## config.mk

```make
export PLATFORM = sky130hd
export DESIGN_NAME = if_fetch_buf_flat
export DESIGN_NICKNAME = d
export VERILOG_FILES = /design/src/rtl/if_fetch_buf_if.sv /design/src/rtl/if_fetch_buf.sv /design/src/flat_wrapper.sv
export SDC_FILE = /design/constraint.sdc
export NUM_CORES = 1
export LEC_CHECK = 0
export ABC_CLOCK_PERIOD_IN_PS = 4040
export CAP_MARGIN = 40
export CELL_PAD_IN_SITES_DETAIL_PLACEMENT = 1
export CELL_PAD_IN_SITES_GLOBAL_PLACEMENT = 2
export CORE_MARGIN = 1.5
export CORE_UTILIZATION = 30
export DETAILED_ROUTE_END_ITERATION = 10
export PLACE_DENSITY = 0.71
export RECOVER_POWER = 100
export SETUP_SLACK_MARGIN = 0.1
export SLEW_MARGIN = 20
export SYNTH_ARGS = -nofsm -noshare
export SYNTH_HDL_FRONTEND = slang
export SYNTH_SLANG_ARGS = --single-unit
export TNS_END_PERCENT = 50
```

## constraint.sdc

```tcl
create_clock -name clk_100MHz -period 4.04 [get_ports clk_100MHz]
set_input_delay 0.808 -clock clk_100MHz [delete_from_list [all_inputs] [get_ports clk_100MHz]]
set_output_delay 0.808 -clock clk_100MHz [all_outputs]
set_load 0.02 [all_outputs]
```

## src/rtl/if_fetch_buf_if.sv

```systemverilog
// -----------------------------------------------------------------------------
// if_fetch_buf_if
//   Bundles the two handshake sides of the fetch buffer: the instruction
//   memory request/response bus and the instruction hand-off to decode.
//
//   Handshake semantics:
//     imem side : imem_req_o is a one-cycle strobe, one word per cycle, and
//                 the memory always takes it (back-pressure is applied by the
//                 fetch buffer withholding requests).
//                 imem_rvalid_i returns responses in request order,
//                 at least one cycle after the request.
//     decode    : an instruction moves on the clock edge at which
//                 inst_valid_o && id_ready_i. inst_o and inst_addr_o are
//                 meaningful only while inst_valid_o is high.
//
//   Modports:
//     master : the fetch buffer (drives requests and instructions)
//     slave  : the environment (memory + decode)
// -----------------------------------------------------------------------------
interface if_fetch_buf_if #(
  parameter int ADDR_W = 32,
  parameter int DATA_W = 32
);

  logic              imem_req_o;
  logic [ADDR_W-1:0] imem_addr_o;
  logic              imem_rvalid_i;
  logic [DATA_W-1:0] imem_rdata_i;

  logic              inst_valid_o;
  logic [DATA_W-1:0] inst_o;
  logic [ADDR_W-1:0] inst_addr_o;
  logic              id_ready_i;

  modport master (
    output imem_req_o,
    output imem_addr_o,
    input  imem_rvalid_i,
    input  imem_rdata_i,
    output inst_valid_o,
    output inst_o,
    output inst_addr_o,
    input  id_ready_i
  );

  modport slave (
    input  imem_req_o,
    input  imem_addr_o,
    output imem_rvalid_i,
    output imem_rdata_i,
    input  inst_valid_o,
    input  inst_o,
    input  inst_addr_o,
    output id_ready_i
  );

endinterface

```

## src/rtl/if_fetch_buf.sv

```systemverilog
// -----------------------------------------------------------------------------
// if_fetch_buf
//   Instruction fetch stage sitting directly after the PC generator.
//   Every cycle it may issue one in-order read of pc_addr_i to instruction
//   memory, reserving a FIFO slot for it. Responses fill the oldest reserved
//   slot; the head slot, once filled, is offered to decode. A flush throws
//   away every slot and remembers how many responses are still in flight so
//   they can be discarded when they come back.
//
// Ports:
//   clk_100MHz     in   clock
//   arst_n         in   asynchronous active-low reset
//   pc_addr_i      in   current PC from the PC stage
//   flush_i        in   jump taken this cycle; discard everything fetched
//   hold_i         in   pipeline hold; no new requests while high
//   fetch_hold_o   out  to PC stage; 1 = PC must not advance
//   bus            --   if_fetch_buf_if.master: imem request/response and
//                       instruction valid/ready to decode
//   dbg_count_o    out  allocated FIFO entries
//   dbg_drop_cnt_o out  responses still to be discarded after a flush
//   dbg_unfilled_o out  allocated entries still waiting for data
//
// Parameters:
//   ADDR_W  instruction address width
//   DATA_W  instruction word width
//   DEPTH   FIFO entries (power of two, >= 2); also the cap on requests
//           outstanding at memory, stale ones included
// -----------------------------------------------------------------------------
module if_fetch_buf #(
  parameter int ADDR_W = 32,
  parameter int DATA_W = 32,
  parameter int DEPTH  = 4
) (
  input  logic                     clk_100MHz,
  input  logic                     arst_n,
  input  logic [ADDR_W-1:0]        pc_addr_i,
  input  logic                     flush_i,
  input  logic                     hold_i,
  output logic                     fetch_hold_o,
  if_fetch_buf_if.master           bus,
  output logic [$clog2(DEPTH):0]   dbg_count_o,
  output logic [$clog2(DEPTH):0]   dbg_drop_cnt_o,
  output logic [$clog2(DEPTH):0]   dbg_unfilled_o
);

  localparam int PTR_W = $clog2(DEPTH);
  localparam int CNT_W = PTR_W + 1;

  // ---------------------------------------------------------------------------
  // Storage
  // ---------------------------------------------------------------------------
  logic [ADDR_W-1:0] ent_addr [DEPTH];
  logic [DATA_W-1:0] ent_data [DEPTH];
  logic [DEPTH-1:0]  ent_filled;

  // rd_ptr: head (next to decode); wr_ptr: next slot to allocate;
  // fill_ptr: oldest allocated slot still waiting for its response.
  logic [PTR_W-1:0]  rd_ptr;
  logic [PTR_W-1:0]  wr_ptr;
  logic [PTR_W-1:0]  fill_ptr;

  logic [CNT_W-1:0]  count;
  logic [CNT_W-1:0]  unfilled;
  logic [CNT_W-1:0]  drop_cnt;

  // Low through the first edge after reset release so no request leaves
  // while reset is still settling.
  logic              run_q;

  // ---------------------------------------------------------------------------
  // Combinational control
  // ---------------------------------------------------------------------------
  logic              pop;
  logic              issue;
  logic              fill;
  logic              drop;
  logic              head_filled;
  logic [CNT_W:0]    occupancy;
  logic [CNT_W-1:0]  stale_sum;
  logic [CNT_W-1:0]  flush_drop;

  always_comb begin
    head_filled = ent_filled[rd_ptr];
    pop         = head_filled & !flush_i & bus.id_ready_i;

    // Stale responses still occupy memory-side capacity, so they count
    // against the outstanding limit. pop <= count always holds because a
    // pop needs a filled head entry.
    occupancy = {1'b0, count} - {{CNT_W{1'b0}}, pop} + {1'b0, drop_cnt};
    issue     = run_q & !flush_i & !hold_i & (occupancy < (CNT_W+1)'(DEPTH));

    drop = bus.imem_rvalid_i & (drop_cnt != '0);
    fill = bus.imem_rvalid_i & (drop_cnt == '0) & (unfilled != '0);

    // On flush, every unfilled slot becomes a response to throw away; a
    // response arriving in the flush cycle itself is already consumed.
    // drop_cnt + unfilled never exceeds DEPTH, so the sum fits.
    stale_sum  = drop_cnt + unfilled;
    flush_drop = stale_sum;
    if (bus.imem_rvalid_i && (stale_sum != '0)) begin
      flush_drop = stale_sum - CNT_W'(1);
    end
  end

  // ---------------------------------------------------------------------------
  // State update
  // ---------------------------------------------------------------------------
  always_ff @(posedge clk_100MHz or negedge arst_n) begin
    if (!arst_n) begin
      for (int i = 0; i < DEPTH; i++) begin
        ent_addr[i] <= '0;
        ent_data[i] <= '0;
      end
      ent_filled <= '0;
      rd_ptr     <= '0;
      wr_ptr     <= '0;
      fill_ptr   <= '0;
      count      <= '0;
      unfilled   <= '0;
      drop_cnt   <= '0;
      run_q      <= 1'b0;
    end else begin
      run_q <= 1'b1;
      if (flush_i) begin
        // Flush wins over a simultaneous pop (inst_valid_o is already 0).
        ent_filled <= '0;
        rd_ptr     <= '0;
        wr_ptr     <= '0;
        fill_ptr   <= '0;
        count      <= '0;
        unfilled   <= '0;
        drop_cnt   <= flush_drop;
      end else begin
        if (pop) begin
          ent_filled[rd_ptr] <= 1'b0;
          rd_ptr             <= rd_ptr + PTR_W'(1);
        end

        // fill_ptr can never equal wr_ptr while a fill is possible
        // (unfilled > 0 means that slot is allocated), and when the FIFO
        // is full a fill at the head blocks the pop that would allow an
        // issue, so fill and issue never target the same slot.
        if (fill) begin
          ent_data[fill_ptr]   <= bus.imem_rdata_i;
          ent_filled[fill_ptr] <= 1'b1;
          fill_ptr             <= fill_ptr + PTR_W'(1);
        end

        // When full with a pop, wr_ptr == rd_ptr: the slot is freed and
        // re-allocated in the same edge.
        if (issue) begin
          ent_addr[wr_ptr]   <= pc_addr_i;
          ent_filled[wr_ptr] <= 1'b0;
          wr_ptr             <= wr_ptr + PTR_W'(1);
        end

        count    <= count + CNT_W'(issue) - CNT_W'(pop);
        unfilled <= unfilled + CNT_W'(issue) - CNT_W'(fill);

        if (drop) begin
          drop_cnt <= drop_cnt - CNT_W'(1);
        end
      end
    end
  end

  // ---------------------------------------------------------------------------
  // Outputs
  // ---------------------------------------------------------------------------
  // During a flush the PC loads the jump target, so the PC is not held.
  assign fetch_hold_o     = !issue & !flush_i;

  assign bus.imem_req_o   = issue;
  assign bus.imem_addr_o  = pc_addr_i;

  assign bus.inst_valid_o = head_filled & !flush_i;
  assign bus.inst_o       = ent_data[rd_ptr];
  assign bus.inst_addr_o  = ent_addr[rd_ptr];

  assign dbg_count_o      = count;
  assign dbg_drop_cnt_o   = drop_cnt;
  assign dbg_unfilled_o   = unfilled;

  // A response with nothing to fill and nothing to drop has no owner; the
  // logic above ignores it, but it means the memory broke the protocol.
  rvalid_has_owner: assert property (
    @(posedge clk_100MHz) disable iff (!arst_n)
      !(bus.imem_rvalid_i && (drop_cnt == '0) && (unfilled == '0))
  );

endmodule
```

## src/flat_wrapper.sv

```systemverilog
// flat-port wrapper written by rule: the top's interface ports become plain ports
module if_fetch_buf_flat 
#(
  parameter int ADDR_W = 32,
  parameter int DATA_W = 32,
  parameter int DEPTH  = 4
)
  (clk_100MHz, arst_n, pc_addr_i, flush_i, hold_i, fetch_hold_o, dbg_count_o, dbg_drop_cnt_o, dbg_unfilled_o, bus_imem_req_o, bus_imem_addr_o, bus_imem_rvalid_i, bus_imem_rdata_i, bus_inst_valid_o, bus_inst_o, bus_inst_addr_o, bus_id_ready_i);
  if_fetch_buf_if #(.ADDR_W(ADDR_W), .DATA_W(DATA_W)) bus_i ();
  input  logic clk_100MHz;
  input  logic arst_n;
  input  logic [ADDR_W-1:0] pc_addr_i;
  input  logic flush_i;
  input  logic hold_i;
  output logic fetch_hold_o;
  output logic [$clog2(DEPTH):0] dbg_count_o;
  output logic [$clog2(DEPTH):0] dbg_drop_cnt_o;
  output logic [$clog2(DEPTH):0] dbg_unfilled_o;
  output wire logic [$bits(bus_i.imem_req_o)-1:0] bus_imem_req_o;
  output wire logic [$bits(bus_i.imem_addr_o)-1:0] bus_imem_addr_o;
  input wire logic [$bits(bus_i.imem_rvalid_i)-1:0] bus_imem_rvalid_i;
  input wire logic [$bits(bus_i.imem_rdata_i)-1:0] bus_imem_rdata_i;
  output wire logic [$bits(bus_i.inst_valid_o)-1:0] bus_inst_valid_o;
  output wire logic [$bits(bus_i.inst_o)-1:0] bus_inst_o;
  output wire logic [$bits(bus_i.inst_addr_o)-1:0] bus_inst_addr_o;
  input wire logic [$bits(bus_i.id_ready_i)-1:0] bus_id_ready_i;
  assign bus_imem_req_o = bus_i.imem_req_o;
  assign bus_imem_addr_o = bus_i.imem_addr_o;
  assign bus_i.imem_rvalid_i = bus_imem_rvalid_i;
  assign bus_i.imem_rdata_i = bus_imem_rdata_i;
  assign bus_inst_valid_o = bus_i.inst_valid_o;
  assign bus_inst_o = bus_i.inst_o;
  assign bus_inst_addr_o = bus_i.inst_addr_o;
  assign bus_i.id_ready_i = bus_id_ready_i;
  if_fetch_buf #(.ADDR_W(ADDR_W), .DATA_W(DATA_W), .DEPTH(DEPTH)) u_core (.clk_100MHz(clk_100MHz), .arst_n(arst_n), .pc_addr_i(pc_addr_i), .flush_i(flush_i), .hold_i(hold_i), .fetch_hold_o(fetch_hold_o), .bus(bus_i), .dbg_count_o(dbg_count_o), .dbg_drop_cnt_o(dbg_drop_cnt_o), .dbg_unfilled_o(dbg_unfilled_o));
endmodule
```

==> impl_metrics.csv, run 1 <==
group,metric,value,unit
clock_tree,clk_pin_slew,0.06,ns
placed_design,hpwl,18900,um
synthesis,synth_ff_type,"dfrtp_1",
sta,hold_viol,0,
sta,skew,0.0262,ns
sta,max_freq,259,MHz
detailed_routing,num_vias,7369,
sta,post-route-min-period,3.86,ns
floorplan,coreArea,43000,sq um
floorplan,die_h,211,um
flow_run,drv_cap,1,
detailed_routing,post_drt_wl_per_cell,19.3,um
status,status,"finished with violations",
clock_tree,clockBufferDepth,3,
layout,drive_above_1_share,38.9,%
grt,overflow,0,
sta,finalMaxSlewViolations,91,
grt,grt_usage,14.4,%
synthesis,ys.warnings.count,0,
layout,multiInputGateArea,5460,sq um
synthesis,synth_cells,814,
layout,final_common_cell,"dfrtp_1",
sta,setup_ws,0.176,ns
layout,mostFrequentLayoutCells,"dfrtp_1, mux2_2, dlygate4sd3_1, clkdlybuf4s50_1, mux4_2",
floorplan,rows,76,
status,violations,"capacitance limit, slew limit",
clock_tree,cts_tree,"built",
floorplan,ios,178,
floorplan,fp.dieW,211,um
clock_tree,h-tree-depth,2,
sta,slew_headroom,-62.4,%
grt,antenna_found_initial,0,
clock_tree,clock-sinks,276,
layout,fillers,4412,
setup_path,cp_data_arrival_time,3.06,ns
setup_path,start_kind,"register",
power,power_density,518,nW/um^2
clock_tree,clock_latency,0.53,ns
layout,nets,1076,
setup_path,timing.rr.end,"u_core.ent_addr[78]$_DFFE_PN0P_",
layout,seq_area,6910,sq um
setup_path,critPathCapture,"bus_inst_o[27]",
sta,tightest_slew,2.44,ns
sta,tns,0,ns
synthesis,syn_area_per_cell,16.0,sq um
detailed_routing,drtAntennaViolNets,0,
synthesis,synth-async-reset-ratio,100,%
setup_path,r2r_start,"u_core.rd_ptr[0]$_DFFE_PN0P_",
layout,antenna_cells,0,
synthesis,synth_fp_nets,913,
placed_design,numPortBuffers,177,
synthesis,ys_seq_area_share,53.0,%
setup_path,worstSetupEndpointType,"output port",
floorplan,start_util,30.3,%
sta,fin_crit_sh,95.6,%
setup_path,cp_max_fo,37,
setup_path,reg2reg_slack,0.26,ns
placed_design,gp_congestion,0.705,
sta,setup-violations-final,0,
clock_tree,postCtsHoldBufs,0,
detailed_routing,drt_iter0_markers,220,
grt,grt_pass1_wl,49600,um
clock_tree,numCtsBuffers,34,
setup_path,worstSetupPathType,"register to output port",
sta,grt_setup_unrepaired,"false",
synthesis,synth_edf_count,0,
detailed_routing,drt_pass1_iterations,4,
setup_path,worstPathRequired,3.23,ns
floorplan,die_area,44700,sq um
synthesis,synth_cell_types,46,
layout,synthToLayoutAreaGrowth,24.9,%
clock_tree,cts-root-buf,"clkbuf_16",
detailed_routing,drc_errors,0,
detailed_routing,drt_wl_total,30500,um
setup_path,cp-startpoint,"u_core.rd_ptr[1]$_DFFE_PN0P_",
detailed_routing,via_per_inst,4.65,
placed_design,post-place-ws,0.0452,ns
power,p_leak,7.62,nW
synthesis,synth_area,13000,sq um
power,irDropWorstVdd,0.239,mV
grt,grt_max_degree,91,
hold_path,hold_class,"register to register",
setup_path,rr_worst_depth,12,
synthesis,ys_ff_latch,276,
grt,grt_pass1_vias,8358,
cell type report:
| cell class | count | area share (%) |
|---|---|---|
| sequential | 276 | 42.5 |
| multi-input combinational | 435 | 33.5 |
| timing repair buffer | 202 | 11.8 |
| clock buffer | 50 | 6.48 |
| tap | 585 | 4.49 |
| inverter | 28 | 0.653 |
| clock inverter | 9 | 0.584 |
state kept, by name, summed over array words and instances (netlist names):
register and cells:
u_core.dbg_count_o 3, u_core.dbg_drop_cnt_o 3, u_core.dbg_unfilled_o 3, u_core.ent_addr 128, u_core.ent_data 128, u_core.ent_filled 4, u_core.fill_ptr 2, u_core.rd_ptr 2
u_core.run_q 1, u_core.wr_ptr 2
what timing repair did:
action | 4_1_cts | 5_1_grt
buffers inserted | 0 | 2
hold endpoints to repair | 0 | 0
pin swaps | 1 | 1
endpoints found under the setup margin | 10 | 2
resized for setup | 5 | 2
per-stage QoR:
step	hold slack, ns	cell area (sq um)	total power, mW	std cells	utilization [%]
floorplan	0.459	13100	4.61	814	-
global placement	0.472	15400	5.49	1524	35.7
detailed placement	0.481	15400	5.54	1524	35.7
CTS	0.315	16500	8.74	1583	38.4
global route	0.500	16300	8.88	1585	37.9
finish	0.488	16300	8.43	1585	37.9
per-layer routing:
layer	track usage, %	vias to the layer above	share of wire (%)
li1	-	3264	-
met1	19.6	3957	46
met5	0	-	0
met4	4.21	0	2.0
met3	2.64	36	3.3
met2	23.4	112	48
worst min-delay path by stage:
| stage | startpoint | to | slack [ns] | depth (start not counted) |
|---|---|---|---|---|
| after floorplan | u_core.ent_addr[51]$_DFFE_PN0P_ | u_core.ent_addr[51]$_DFFE_PN0P_ | 0.46 | 1 |
| after global placement | u_core.ent_addr[82]$_DFFE_PN0P_ | u_core.ent_addr[82]$_DFFE_PN0P_ | 0.47 | 1 |
| after detailed placement | u_core.ent_addr[82]$_DFFE_PN0P_ | u_core.ent_addr[82]$_DFFE_PN0P_ | 0.48 | 1 |
| after CTS | arst_n | u_core.run_q$_DFF_PN0_ | 0.32 | 1 |
| after global routing | u_core.ent_addr[23]$_DFFE_PN0P_ | u_core.ent_addr[23]$_DFFE_PN0P_ | 0.50 | 1 |
| final | u_core.ent_addr[23]$_DFFE_PN0P_ | u_core.ent_addr[23]$_DFFE_PN0P_ | 0.49 | 1 |
cells in the mapped netlist, types with 2 or more instances:
cell type	n	area, sq um
inv_1	27	101
clkbuf_1	8	30.0
buf_1	2	7.51
a221oi_1	4	35.0
dfrtp_1	276	6910
nand2_1	10	37.5
mux4_2	65	1460
nand2b_1	3	18.8
xnor2_1	5	43.8
o21ai_0	6	30.0
nor2_1	9	33.8
o21a_1	2	15.0
mux2_4	29	435
nand3_4	3	52.6
a211oi_1	3	22.5
mux2_2	216	2430
o31ai_1	2	15.0
buf_4	32	240
xor2_1	3	26.3
nand3_1	2	10.0
nor3b_1	4	30.0
buf_6	16	180
nor2b_1	5	31.3
fa_1	3	60.1
nor3b_2	4	50.1
nor3_1	3	15.0
ha_1	26	325
buf_2	17	85.1
mux2_1	11	124
a21oi_1	2	10.0
logic make-up after synthesis:
logic type               share of synthesized area, %
AO/OA/AOI/OAI                                    1.53
XOR/XNOR                                        0.537
adder cells (fa/ha/maj)                          2.96
buffers and inverters                            4.97
flip-flops                                       53.0
multiplexers                                     34.2
other                                          0.0288
AND/OR/NAND/NOR                                  2.77
report_power, final:
part | switching, mW | total, mW | leakage [nW] | internal [mW]
clock network | 1.18 | 3.11 | 0.575 | 1.93
registers | 0.187 | 3.30 | 3.79 | 3.11
logic | 0.965 | 2.02 | 3.25 | 1.05
total | 2.34 | 8.43 | 7.62 | 6.10
critical path, cell delays in order (launching register included):
cell and delay (ns):
dfrtp_4 0.40, clkbuf_4 0.62, buf_6 0.43, mux4_2 0.38, dlygate4sd3_1 0.67
No activity file was read; power rests on OpenSTA's default activity.
==> run 2, diff against run 1 <==
--- a/config.mk
+++ b/config.mk
@@ -9,9 +9,10 @@
 export CAP_MARGIN = 40
 export CELL_PAD_IN_SITES_DETAIL_PLACEMENT = 1
 export CELL_PAD_IN_SITES_GLOBAL_PLACEMENT = 2
-export CORE_MARGIN = 1.5
+export CORE_MARGIN = 4
 export CORE_UTILIZATION = 30
 export DETAILED_ROUTE_END_ITERATION = 10
+export GPL_TIMING_DRIVEN = 0
 export PLACE_DENSITY = 0.71
 export RECOVER_POWER = 100
 export SETUP_SLACK_MARGIN = 0.1
==> run 2 against run 1 <==
Setup slack improved by 0.0090 ns; register-to-register slack gained 0.02 ns; non-clock buffer count is 60 higher; cell count increased by 4.0%; clock skew down 0.0035 ns; global-route usage fell by 0.65 points; fmax grew 0.23%; sequential share of layout area shrank 0.97 points; the run still ends with capacitance limit, slew limit left; cell area up 2.3%; wire length up 3.3%.
==> impl_metrics.csv, run 2 (synthesized netlist as in run 1, its figures left out) <==
group,metric,value,unit
grt,grt_usage,13.7,%
power,internal-power,6.28,mW
clock_tree,clock-sinks,276,
floorplan,rows,76,
sta,setup-violations-final,0,
sta,grt_setup_unrepaired,"true",
placed_design,gp_congestion,0.700,
sta,tightest_slew,3.03,ns
sta,hold_viol,0,
grt,grt_max_degree,79,
floorplan,start_util,30.3,%
placed_design,dpl_cell_area,15700,sq um
power,swShare,27.5,%
layout,mostFrequentLayoutCells,"dfrtp_1, mux2_2, clkdlybuf4s50_1, dlygate4sd3_1, mux4_2",
clock_tree,cts_tree,"built",
clock_tree,clk_pin_slew,0.06,ns
layout,fillers,4445,
setup_path,crit_chain,"clkbuf_2, clkbuf_1, mux4_2, dlygate4sd3_1",
floorplan,fp.dieW,216,um
sta,slew_headroom,-102,%
detailed_routing,drt_iter0_markers,185,
sta,skew,0.0226,ns
setup_path,crit_path_max_incr_delay,0.66,ns
grt,grt_pass1_vias,8533,
layout,final_common_cell,"dfrtp_1",
power,p_sw,2.38,mW
setup_path,cp_max_fo,10,
detailed_routing,via_per_inst,4.55,
floorplan,coreArea,43000,sq um
floorplan,die_area,46900,sq um
setup_path,worstSetupPathType,"register to output port",
status,violations,"capacitance limit, slew limit",
setup_path,start_kind,"register",
layout,top_regs,"u_core.ent_addr x128, u_core.ent_data x128, u_core.ent_filled x4",
layout,post-route-util,38.7,%
sta,finalMaxSlewViolations,58,
clock_tree,clockBufferDepth,3,
layout,fin_area,16700,sq um
setup_path,worstPathRequired,3.23,ns
setup_path,reg2reg_slack,0.28,ns
placed_design,numPlacedInstances,1578,
placed_design,hpwl,21600,um
hold_path,hold_class,"register to register",
flow_run,drv_cap,1,
floorplan,ios,178,
sta,post-route-min-period,3.85,ns
detailed_routing,drt_pass1_iterations,4,
power,power_frac_comb,23.9,%
grt,antenna_found_initial,1,
power,power_density,520,nW/um^2
placed_design,post-place-ws,-0.413,ns
sta,setup_ws,0.185,ns
sta,hold-worst-slack,0.486,ns
detailed_routing,drtAntennaViolNets,0,
detailed_routing,post_drt_wl_per_cell,19.1,um
power,clockPowerShare,38.0,%
layout,synthToLayoutAreaGrowth,27.7,%
placed_design,numPortBuffers,176,
setup_path,cp_data_arrival_time,3.05,ns
layout,stdcell_count,1648,
grt,grt_pass1_wl,50900,um
power,seqPwrFrac,38.2,%
detailed_routing,num_vias,7505,
status,status,"finished with violations",
detailed_routing,drc_errors,0,
sta,tns,0,ns
clock_tree,numCtsBuffers,34,
power,p_leak,7.81,nW
clock_tree,cts-root-buf,"clkbuf_16",
detailed_routing,drt_wl_total,31500,um
sta,max_freq,259,MHz
sta,fin_crit_sh,95.4,%
clock_tree,clock_latency,0.54,ns
clock_tree,h-tree-depth,2,
power,power,8.66,mW
setup_path,worstSetupEndpointType,"output port",
setup_path,cpMaxStageDelayCell,"dlygate4sd3_1",
power,irDropWorstVdd,0.277,mV
layout,drive_above_1_share,39.1,%
layout,nets,1136,
floorplan,die_h,216,um
grt,overflow,0,
## run 2: cell types whose count changed in the layout (fill, tap and decap cells not counted), moves of 6 or more
cell,change
dlygate4sd3_1,-13
buf_4,+33
mux2_1,+6
clkdlybuf4s50_1,+12
mux2_4,-6
clkbuf_1,+21
## run 2: per-layer routing
metal | vias to the layer above | wire length (um) | GRT usage, %
met5 | - | 0 | 0
met4 | 0 | 620 | 3.78
met3 | 40 | 1420 | 3.27
met2 | 121 | 15300 | 22.6
met1 | 3949 | 14200 | 18.2
li1 | 3395 | - | -
## run 2: path summary, 6_finish.rpt
check                                                 from                                 end  cells past startpoint
hold / removal             u_core.ent_addr[52]$_DFFE_PN0P_     u_core.ent_addr[52]$_DFFE_PN0P_                      1
max in group asynchronous                           arst_n     u_core.ent_addr[80]$_DFFE_PN0P_                      3
setup / recovery              u_core.rd_ptr[1]$_DFFE_PN0P_                 bus_inst_addr_o[12]                      4
setup reg to reg              u_core.rd_ptr[0]$_DFFE_PN0P_  u_core.dbg_unfilled_o[2]$_DFF_PN0_                     20
hold reg to reg            u_core.ent_addr[52]$_DFFE_PN0P_     u_core.ent_addr[52]$_DFFE_PN0P_                      1
min in group asynchronous                           arst_n     u_core.ent_data[60]$_DFFE_PN0P_                      1
## run 2: layout make-up
class	count	area (sq um)	area share, %
Clock inverter	16	249	1.50
Sequential cell	276	6910	41.5
Tap cell	585	732	4.40
Inverter	28	108	0.646
Antenna cell	1	2.50	0.0150
Buffer	75	459	2.76
Clock buffer	45	962	5.78
Timing Repair Buffer	187	1890	11.3
Multi-Input combinational cell	435	5350	32.1
## run 2: timing repair
| action | 4_1_cts | 5_1_grt |
|---|---|---|
| setup buffers | 3 | 5 |
| gates cloned | 0 | 0 |
| hold buffers | 0 | 0 |
| gates resized for setup | 11 | 7 |
| pin swaps | 2 | 2 |
| setup endpoints to repair | 55 | 40 |
## run 2: power by group through the flow
stage               clock network [mW]  registers [mW]  logic, mW
detailed placement                   0            3.36       2.21
global placement                     0            3.35       2.16
finish                            3.29            3.31       2.07
CTS                               3.43            3.31       2.23
global route                      3.55            3.35       2.25
floorplan                            0            3.31       1.29
## run 2: worst max-delay path: cells and delay by family (launching register included)
| kind | cells | cell delay, ns |
|---|---|---|
| flip-flops | 1 | 0.46 |
| multiplexers | 1 | 0.41 |
| buffers and inverters | 3 | 1.64 |
==> run 3, diff against run 2 <==
--- a/config.mk
+++ b/config.mk
@@ -20,4 +20,4 @@
 export SYNTH_ARGS = -nofsm -noshare
 export SYNTH_HDL_FRONTEND = slang
 export SYNTH_SLANG_ARGS = --single-unit
-export TNS_END_PERCENT = 50
+export TNS_END_PERCENT = 20
==> run 3 against run 2 <==
The run still ends with capacitance limit, slew limit left; clock-buffer cell count is the same; fmax unchanged; critical endpoint unchanged; global-route usage unchanged; cell count did not move; critical path depth unchanged; setup slack did not move; utilization is the same; worst hold slack is the same; cell area stayed put; register-to-register slack about the same; clock skew unchanged; sequential share of layout area is the same.
==> impl_metrics.csv, run 3 (synthesized netlist as in run 1, its figures left out) <==
group,metric,value,unit
status,status,"finished with violations",
status,violations,"capacitance limit, slew limit",
floorplan,die_h,216,um
setup_path,reg2reg_slack,0.28,ns
sta,setup_ws,0.185,ns
detailed_routing,num_vias,7505,
sta,skew,0.0226,ns
floorplan,start_util,30.3,%
setup_path,crit_chain,"clkbuf_2, clkbuf_1, mux4_2, dlygate4sd3_1",
clock_tree,numCtsBuffers,34,
detailed_routing,wl_met2,15300,um
detailed_routing,post_drt_wl_per_cell,19.1,um
placed_design,hpwl,21600,um
setup_path,worstSetupPathType,"register to output port",
layout,fillers,4445,
sta,tns,0,ns
clock_tree,cts-root-buf,"clkbuf_16",
sta,slew_headroom,-102,%
setup_path,cp_max_fo,10,
floorplan,fp.dieW,216,um
setup_path,rr_worst_depth,20,
clock_tree,postCtsHoldBufs,0,
detailed_routing,drtAntennaViolNets,0,
setup_path,worstSetupEndpointType,"output port",
detailed_routing,drt_iter0_markers,185,
sta,post-route-min-period,3.85,ns
clock_tree,clk_pin_slew,0.06,ns
floorplan,coreArea,43000,sq um
floorplan,die_area,46900,sq um
placed_design,numPortBuffers,176,
clock_tree,h-tree-depth,2,
sta,max_freq,259,MHz
sta,grt_setup_unrepaired,"true",
sta,hold_viol,0,
grt,grt_max_degree,79,
setup_path,timing.rr.end,"u_core.dbg_unfilled_o[2]$_DFF_PN0_",
layout,post-route-util,38.7,%
grt,overflow,0,
setup_path,crit_path_max_incr_delay,0.66,ns
detailed_routing,drt_wl_total,31500,um
grt,grt_pass1_wl,50900,um
setup_path,cpMaxStageDelayCell,"dlygate4sd3_1",
setup_path,cp_data_arrival_time,3.05,ns
detailed_routing,wl_met3,1420,um
floorplan,ios,178,
clock_tree,clock_latency,0.54,ns
sta,finalMaxSlewViolations,58,
layout,nets,1136,
power,p_leak,7.81,nW
setup_path,r2r_start,"u_core.rd_ptr[0]$_DFFE_PN0P_",
power,power_density,520,nW/um^2
detailed_routing,wl_met1,14200,um
setup_path,cp-startpoint,"u_core.rd_ptr[1]$_DFFE_PN0P_",
grt,grt_usage,13.7,%
grt,antenna_found_initial,1,
layout,final_common_cell,"dfrtp_1",
hold_path,hold_start,"u_core.ent_addr[52]$_DFFE_PN0P_",
sta,tightest_slew,3.03,ns
layout,mostFrequentLayoutCells,"dfrtp_1, mux2_2, clkdlybuf4s50_1, dlygate4sd3_1, mux4_2",
placed_design,post-place-ws,-0.413,ns
clock_tree,clock-sinks,276,
setup_path,start_kind,"register",
placed_design,gp_congestion,0.700,
hold_path,hold_class,"register to register",
power,irDropWorstVdd,0.277,mV
setup_path,worstPathRequired,3.23,ns
hold_path,min_path_cells,1,
sta,fin_crit_sh,95.4,%
layout,multiInputGateArea,5350,sq um
hold_path,worstHoldEndpoint,"u_core.ent_addr[52]$_DFFE_PN0P_",
grt,grt_pass1_vias,8533,
clock_tree,cts_tree,"built",
floorplan,rows,76,
layout,synthToLayoutAreaGrowth,27.7,%
flow_run,drv_cap,1,
power,power,8.66,mW
detailed_routing,top_layer_used,"met4",
layout,drive_above_1_share,39.1,%
clock_tree,clockBufferDepth,3,
detailed_routing,drt_pass1_iterations,4,
detailed_routing,via_per_inst,4.55,
detailed_routing,drc_errors,0,
setup_path,cpLargestDelayFamily,"buffers and inverters",
layout,seq_area,6910,sq um
setup_path,path_buf_inv,3,
sta,setup-violations-final,0,
layout,top_regs,"u_core.ent_addr x128, u_core.ent_data x128, u_core.ent_filled x4",
run 3: cell types whose count changed in the layout (fill, tap and decap cells not counted):
cell	change
dlygate4sd3_1	+1
clkdlybuf4s50_1	-1
run 3: through the flow:
step,cell area [sq um],hold WS (ns),std cells
floorplan,13100,0.459,814
global placement,15600,0.468,1575
detailed placement,15700,0.476,1578
CTS,16900,0.185,1642
global route,16700,0.502,1648
finish,16700,0.486,1648
run 3: area by class of cell:
class | count | share of cell area, %
antenna | 1 | 0.0150
buffer | 75 | 2.76
clock buffer | 45 | 5.78
clock inverter | 16 | 1.50
inverter | 28 | 0.646
multi-input combinational | 435 | 32.1
sequential | 276 | 41.5
tap | 585 | 4.40
timing repair buffer | 187 | 11.3
run 3: power breakdown:
part / switching, mW / leakage [nW] / internal (mW)
Sequential: 0.192 / 3.79 / 3.11
Combinational: 0.966 / 3.42 / 1.10
Clock: 1.22 / 0.602 / 2.07
run 3: what timing repair did:
action / 4_1_cts / 5_1_grt
endpoints found under the setup margin: 55 / 40
pin swaps: 2 / 2
buffers inserted: 3 / 5
gates resized for setup: 11 / 6
run 3: how the worst max path moves through the flow:
stage | endpoint | slack (ns) | depth (start not counted)
2_1_floorplan | u_core.dbg_unfilled_o[2]$_DFF_PN0_ | 0.13 | 20
3_3_place_gp | u_core.ent_addr[84]$_DFFE_PN0P_ | -10.34 | 1
3_5_place_dp | bus_imem_req_o | -0.41 | 11
4_1_cts | bus_imem_req_o | 0.01 | 11
5_1_grt | bus_inst_o[16] | 0.03 | 5
6_report | bus_inst_addr_o[12] | 0.19 | 4
run 3: per-layer routing:
layer	vias up	track usage, %
met2	121	22.6
met1	3949	18.2
li1	3395	-
met4	0	3.78
met5	-	0
met3	40	3.27
